File: config.mk
export PLATFORM = sky130hd
export DESIGN_NAME = trig_share_arbiter
export DESIGN_NICKNAME = d
export VERILOG_FILES = /design/src/rtl/trig_share_arbiter.sv
export SDC_FILE = /design/constraint.sdc
export NUM_CORES = 1
export LEC_CHECK = 0
export ABC_CLOCK_PERIOD_IN_PS = 2220
export BUFFER_PORTS_ARGS = -buffer_cell sky130_fd_sc_hd__buf_2
export CAP_MARGIN = 20
export CORE_ASPECT_RATIO = 2
export CORE_UTILIZATION = 30
export CTS_CLUSTER_DIAMETER = 80
export DETAILED_ROUTE_END_ITERATION = 6
export SYNTH_ARGS = -nofsm -noshare
export SYNTH_HDL_FRONTEND = slang
export SYNTH_SLANG_ARGS = --single-unit
File: constraint.sdc
create_clock -name clk -period 2.22 [get_ports clk]
set_input_delay 0.444 -clock clk [delete_from_list [all_inputs] [get_ports clk]]
set_output_delay 0.444 -clock clk [all_outputs]
set_load 0.1 [all_outputs]
File: src/rtl/trig_share_arbiter.sv
// -----------------------------------------------------------------------------
// trig_share_arbiter
//
// Time-shares one combinational sine/cosine unit among NUM_REQ requesters.
// A round-robin arbiter accepts one angle at a time. The angle is held on the
// unit input for SETTLE_CYCLES (a multi-cycle path). After that, cos/sin are
// registered and returned with the requester ID over a valid/ready response
// handshake. Exactly one operation is in flight at any time.
//
// Ports
//   clk         system clock, rising edge
//   rst_n       asynchronous active-low reset
//   req_valid   per-requester request valid            [NUM_REQ]
//   req_theta   packed angles, lane i at [i*DATA_W +: DATA_W]
//   req_ready   one-hot grant (combinational, IDLE only) [NUM_REQ]
//   trig_theta  registered angle driven to the shared trig unit
//   trig_cos    cosine returned by the shared trig unit
//   trig_sin    sine returned by the shared trig unit
//   resp_valid  result valid
//   resp_ready  consumer accepts result
//   resp_id     requester that owns the result
//   resp_cos    registered cosine
//   resp_sin    registered sine
//   busy        high in every state except IDLE
// -----------------------------------------------------------------------------
module trig_share_arbiter #(
  parameter int NUM_REQ       = 4,
  parameter int DATA_W        = 32,
  parameter int SETTLE_CYCLES = 2,
  parameter int ID_W          = 2
) (
  input  logic                      clk,
  input  logic                      rst_n,
  input  logic [NUM_REQ-1:0]        req_valid,
  input  logic [NUM_REQ*DATA_W-1:0] req_theta,
  output logic [NUM_REQ-1:0]        req_ready,
  output logic [DATA_W-1:0]         trig_theta,
  input  logic [DATA_W-1:0]         trig_cos,
  input  logic [DATA_W-1:0]         trig_sin,
  output logic                      resp_valid,
  input  logic                      resp_ready,
  output logic [ID_W-1:0]           resp_id,
  output logic [DATA_W-1:0]         resp_cos,
  output logic [DATA_W-1:0]         resp_sin,
  output logic                      busy
);

  localparam int CNT_W = $clog2(SETTLE_CYCLES + 1);

  typedef enum logic [1:0] {
    IDLE = 2'd0,
    WAIT = 2'd1,
    RESP = 2'd2
  } state_t;

  state_t             state;
  logic [ID_W-1:0]    rr_ptr;
  logic [ID_W-1:0]    id_q;
  logic [DATA_W-1:0]  theta_q;
  logic [CNT_W-1:0]   cnt;

  logic               grant_found;
  logic [ID_W-1:0]    grant_idx;
  logic [ID_W-1:0]    next_ptr;
  logic [DATA_W-1:0]  grant_theta;

  // Round-robin search: first pending requester at or after rr_ptr, wrapping
  // modulo NUM_REQ (which need not be a power of two).
  // NOTE: every variable assigned here gets a default first, so no path leaves
  // it unassigned and no latch is inferred.
  always_comb begin : rr_search
    int idx;
    grant_found = 1'b0;
    grant_idx   = '0;
    idx         = 0;
    for (int k = 0; k < NUM_REQ; k++) begin
      idx = int'(rr_ptr) + k;
      if (idx >= NUM_REQ) idx = idx - NUM_REQ;
      if (!grant_found && req_valid[ID_W'(idx)]) begin
        grant_found = 1'b1;
        grant_idx   = ID_W'(idx);
      end
    end
  end

  assign grant_theta = req_theta[grant_idx*DATA_W +: DATA_W];
  assign next_ptr    = (grant_idx == ID_W'(NUM_REQ - 1)) ? '0 : grant_idx + 1'b1;

  // Grants only in IDLE. rst_n is folded in so req_ready stays low while
  // reset is held, even though the state register already reads IDLE.
  always_comb begin
    req_ready = '0;
    if (rst_n && state == IDLE && grant_found) req_ready[grant_idx] = 1'b1;
  end

  assign trig_theta = theta_q;
  assign busy       = (state != IDLE);

  // NOTE: sequential state uses non-blocking assignments only, so every flop
  // samples pre-edge values regardless of statement order.
  // NOTE: every register, including the datapath, is reset. This lets an
  // aborted operation leave no visible trace on trig_theta or resp_*.
  always_ff @(posedge clk or negedge rst_n) begin
    if (!rst_n) begin
      state      <= IDLE;
      rr_ptr     <= '0;
      id_q       <= '0;
      theta_q    <= '0;
      cnt        <= '0;
      resp_valid <= 1'b0;
      resp_id    <= '0;
      resp_cos   <= '0;
      resp_sin   <= '0;
    end else begin
      case (state)
        IDLE: begin
          if (grant_found) begin
            theta_q <= grant_theta;
            id_q    <= grant_idx;
            rr_ptr  <= next_ptr;
            cnt     <= CNT_W'(SETTLE_CYCLES);
            state   <= WAIT;
          end
        end
        WAIT: begin
          cnt <= cnt - 1'b1;
          // The angle has now been stable for SETTLE_CYCLES, so the unit
          // output has settled.
          if (cnt == CNT_W'(1)) begin
            resp_cos   <= trig_cos;
            resp_sin   <= trig_sin;
            resp_id    <= id_q;
            resp_valid <= 1'b1;
            state      <= RESP;
          end
        end
        RESP: begin
          if (resp_ready) begin
            resp_valid <= 1'b0;
            state      <= IDLE;
          end
        end
        default: state <= IDLE;
      endcase
    end
  end

endmodule

; ---- Word level (Yosys, flattened, before mapping)
; Index checks and enable logic that the tools add are counted.
[totals]
inputBits = 199
mem_bits_ro = 0
latch_bits = 0
output_inout_bits = 104
ram_bits = 0
elab_cells = 91
register_bits = 107
memories = 0
[op_classes]
div = 0
n_mul = 0
add_sub_neg = 9
n_mux = 37
n_eq_ne = 7
bitwise = 0
order_cmp = 10
n_reduce_logical = 18
shifts = 1
[ops]
columns = cell, count
row1 = variable part select 128 x 8 -> 32 bit, 1
row2 = two-way mux 2 bit, 13
row3 = "< comparator 2 x 4 -> 1 bit, second input constant", 4
row4 = two-way mux 1 bit, 15
row5 = "subtractor 2 x 1 -> 2 bit, second input constant", 5
row6 = ">= comparator 3 bit, second input constant", 3
row7 = binary-select mux 1 bit (select 2 bit), 4
row8 = "adder 2 x 2 -> 3 bit, second input constant", 2
row9 = logical AND 1 bit, 6
row10 = "!= test 2 bit, second input constant", 3
row11 = one-hot mux 2 bit (3 select lines), 1
row12 = AND reduction 2 bit, 3
row13 = AND reduction 3 bit, 2
row14 = nonzero test 2 bit, 3
row15 = "== test 2 x 1 -> 1 bit, second input constant", 2
row16 = "== test 2 bit, second input constant", 2
row17 = two-way mux 4 bit, 1
row18 = one-hot mux 2 bit (2 select lines), 1
row19 = "adder 2 x 1 -> 3 bit, second input constant", 1
row20 = ">= comparator 2 x 3 -> 1 bit, second input constant", 1
row21 = logical NOT 1 bit, 3
row22 = "< comparator 2 x 3 -> 1 bit, second input constant", 1
row23 = "adder 2 x 1 -> 2 bit, second input constant", 1
row24 = demux 1 bit (select 2 bit), 1
row25 = 3 further kinds, 3

; ---- Depth between registers and ports, before layout
[depth]
depth_word = 20
mapped_depth = 8
depth_no_buf = 6

; ---- Worst setup path before layout
; Ideal clock, no wire load.
[synth_path]
path_type = register -> output
start = register state[0]
end = output port req_ready[0]
n_path_buf = 1
setup_slack_ns = -0.549
t_required_ns = 1.776
path_stages_with_launch = 5
arrival_time_ns = 2.325
path_cell_list = dfrtp_1 > or2_1 > nor2_1 > clkbuf_1 > and3_1
[synth_via]
elab_chain_len = 4
[synth_rtl]
columns = element, line_no
row1 = from (decl), 56  ; state_t state;
row2 = from (signal assigned), 105  ; state <= IDLE;
row3 = from (signal assigned), 122  ; state <= WAIT;
row4 = from (signal assigned), 134  ; state <= RESP;
row5 = logical NOT 2 bit, 93  ; if (rst_n && state == IDLE && grant_found) req_ready[grant_idx] = 1'b1;
row6 = logical AND 1 bit (2 in a row), 93
row7 = two-way mux 4 bit, 93
row8 = to (decl), 36  ; output logic [NUM_REQ-1:0] req_ready,
; Every way passes these cells.

; ---- Worst setup path in the final report
[layout_path]
start = register rr_ptr[1]
end = output port req_ready[3]
[layout_via]
elab_chain_len = 20
[layout_rtl]
columns = element, line_no
row1 = from (decl), 57  ; logic [ID_W-1:0] rr_ptr;
row2 = from (signal assigned), 120  ; rr_ptr <= next_ptr;
row3 = branches (longest 19 deep; another with adder 2 x 1 -> 3 bit), --
row4 = two-way mux 4 bit *, 93
; Every way passes the cells marked *. The select of a mux whose other input is x is not followed.

==> results.cfg <==
[timing]
clock_skews_ns = 0.0100
tightest_slew_ns = 0.513
number_of_hold_violations_in_the_final_report = 0
max-slew-margin-rel = 0.660
timing.fmax_ghz = 0.425
finalCritPeriodShare = 1.06
grt_setup_unrepaired = yes
period_needed_ns = 2.35
setup_viol = 4
final.setup.worst_slack_ns = -0.131
timing_max_transition_violations_final = 0
setup-tns-final_ns = -0.418

[global_route]
grt.total_usage = 0.175
leftover_overflow_at_the_end_of_global_routing = 0
antenna_found_initial = 0
grt_pass1_vias = 4462
grt_max_degree = 72
grt_first_pass_wirelength_um = 22800

[synthesis]
ys_seq_elements = 107
syn-mean-instance-area_um2 = 11.9
synthDominantAreaCellType = sky130_fd_sc_hd__dfrtp_1
synth_top_area_frac = 0.541
yosys_warnings = 0
postSynth.asyncResetShare = 1.00
synth-edff-count = 0
synth_cell_type_count = 31
netlist_instances = 418
synth_ff_type = sky130_fd_sc_hd__dfrtp_1
ys_seq_area_frac = 0.541
netlist_area_um2 = 4950
synthesis.nets = 620
synthTopCellsByArea = sky130_fd_sc_hd__dfrtp_1 (54%), sky130_fd_sc_hd__mux2_2 (15%), sky130_fd_sc_hd__mux2_1 (7.3%)

[layout]
most-common-layout-cells = sky130_fd_sc_hd__buf_2 (297), sky130_fd_sc_hd__dfrtp_1 (106), sky130_fd_sc_hd__mux2_2 (66)
area.growth.synth_to_final_pct = 46.5
n_antenna_cell = 0
layout.cells.most_common = sky130_fd_sc_hd__buf_2
drive_above_1_share = 0.582
nNetsFinal = 930
layout.cells.non_filler = 936

[clock_tree]
cts_inserted_buffers = 9
clock_pin_slew_of_the_registers_on_the_worst_case_setup_and_hold_paths_ns = 0.08
clkLatencyLatePin_ns = 0.35
cts_tree = built
cts_max_path_buffers = 2
htreeDepth = 3
cts_num_sinks = 107
cts-root-buf = sky130_fd_sc_hd__clkbuf_16

[setup_path]
critical_path.n_buffers_inverters = 2
cp_cell_sequence = mux2_4 -> o221ai_4 -> inv_1 -> ha_2 -> and3_4 -> buf_12
crit_type = flop to output pin
worstReg2RegStart = rr_ptr[1]
cpPeakStageDelay_ns = 0.45
r2r_end = trig_theta[31]
cpMaxStageDelayCell = sky130_fd_sc_hd__dfrtp_2
r2r_setup_slack_ns = 0.16
worstPathMaxFanout = 5
worstSetupEndpointType = output pin
rr_worst_depth = 7
critical_path_launch_point_type = flop
worstPathArrival_ns = 1.91
worstPathRequired_ns = 1.78
cpLargestDelayFamily = flip-flops

[die]
initial_core_util = 0.306
io_count = 303
die_height_um = 184
floorplan.die_area_um2 = 17100
die-width_um = 92.9
area_of_the_core_region_um2 = 16200
core.rowCount = 66

[drt]
drt-total-wl_um = 15200
drtIter0Drc = 139
route.detailed.wl_per_inst_um = 16.2
vias = 4509
ant_nets = 0
detail_route.drc_violations = 0
routed_via_density = 4.82
detail_route.first_pass.iterations = 6

[run_status]
status = complete, but fails checks
failed_checks = setup timing

[place]
portBuffers = 302
post-place-cells = 916
hpwlAfterDp_um = 11700
gp_congestion = 0.840

[min_path]
min-delay-start = resp_ready
min_path_cells = 2
timing.hold.worst.class = input pin to flop
holdPathEnd = state[1]

[run]
drv.max_cap_violation_count = 0
[how the worst max path moves through the flow]
stage                  from      endpoint  cells past startpoint
3_3_place_gp   req_valid[1]  req_ready[3]                      7
5_1_grt           rr_ptr[0]  req_ready[0]                      5
4_1_cts           rr_ptr[1]  req_ready[3]                      6
3_5_place_dp   req_valid[1]  req_ready[3]                      7
6_report          rr_ptr[1]  req_ready[3]                      6
2_1_floorplan     rr_ptr[1]  req_ready[2]                      6
[what timing repair did]
action / CTS / global route
setup endpoints to repair: 4 / 4
setup buffers: 4 / 0
pin swaps: 1 / 3
hold buffers: 1 / 0
hold endpoints to repair: 3 / 0
gates resized for setup: 4 / 3
[cell usage after synthesis, types with 2 or more instances]
| master | n |
|---|---|
| sky130_fd_sc_hd__mux2_2 | 66 |
| sky130_fd_sc_hd__nand2_1 | 41 |
| sky130_fd_sc_hd__a221oi_1 | 32 |
| sky130_fd_sc_hd__nand3_1 | 2 |
| sky130_fd_sc_hd__inv_1 | 7 |
| sky130_fd_sc_hd__and3_1 | 4 |
| sky130_fd_sc_hd__ha_1 | 3 |
| sky130_fd_sc_hd__a21oi_1 | 39 |
| sky130_fd_sc_hd__buf_6 | 3 |
| sky130_fd_sc_hd__buf_1 | 3 |
| sky130_fd_sc_hd__buf_2 | 4 |
| sky130_fd_sc_hd__o21ai_0 | 6 |
| sky130_fd_sc_hd__nor2_1 | 35 |
| sky130_fd_sc_hd__mux2_1 | 32 |
| sky130_fd_sc_hd__dfrtp_1 | 107 |
| sky130_fd_sc_hd__clkbuf_1 | 19 |
[sequential cells by signal, indices dropped and copies added, names as in the netlist]
name and cells:
resp_cos 32, state 2, id_q 2, rr_ptr 2
resp_sin 32, resp_id 2, resp_valid 1, cnt 2
trig_theta 32
[per-layer routing]
layer	up-vias	wire, um	GRT usage
met4	0	349	0.0745
met1	2171	5250	0.172
met3	18	922	0.0393
met2	197	8660	0.340
met5	-	0	0
li1	2123	-	-
[layout make-up]
class                      count  area, um2
clock inverter                 4       26.3
timing repair buffer         328       1830
inverter                       7       26.3
clock buffer                  11        243
tap                          204        255
fill                        1631       8930
sequential                   107       2680
multi-input combinational    275       2190
[through the flow]
step	cell area [um2]	utilization	setup slack, ns	hold WS, ns
final	7260	0.448	-0.131	0.277
after global routing	7260	0.448	-0.190	0.279
after CTS	7250	0.448	-0.180	0.261
after detailed placement	6930	0.428	0.0722	0.288
after global placement	6930	0.428	0.0886	0.290
after floorplan	4980	-	0.00323	0.148
[kinds of logic after synthesis]
logic type               after synthesis  synth area share
flip-flops                           107             0.541
AND/OR/NAND/NOR                       87            0.0715
multiplexers                          99             0.226
buffers and inverters                 36            0.0328
AO/OA/AOI/OAI                         86             0.122
adder cells (fa/ha/maj)                3           0.00758
Power is not shown: default switching activity piles up to over one toggle a cycle in this logic, so the estimate is an artifact.
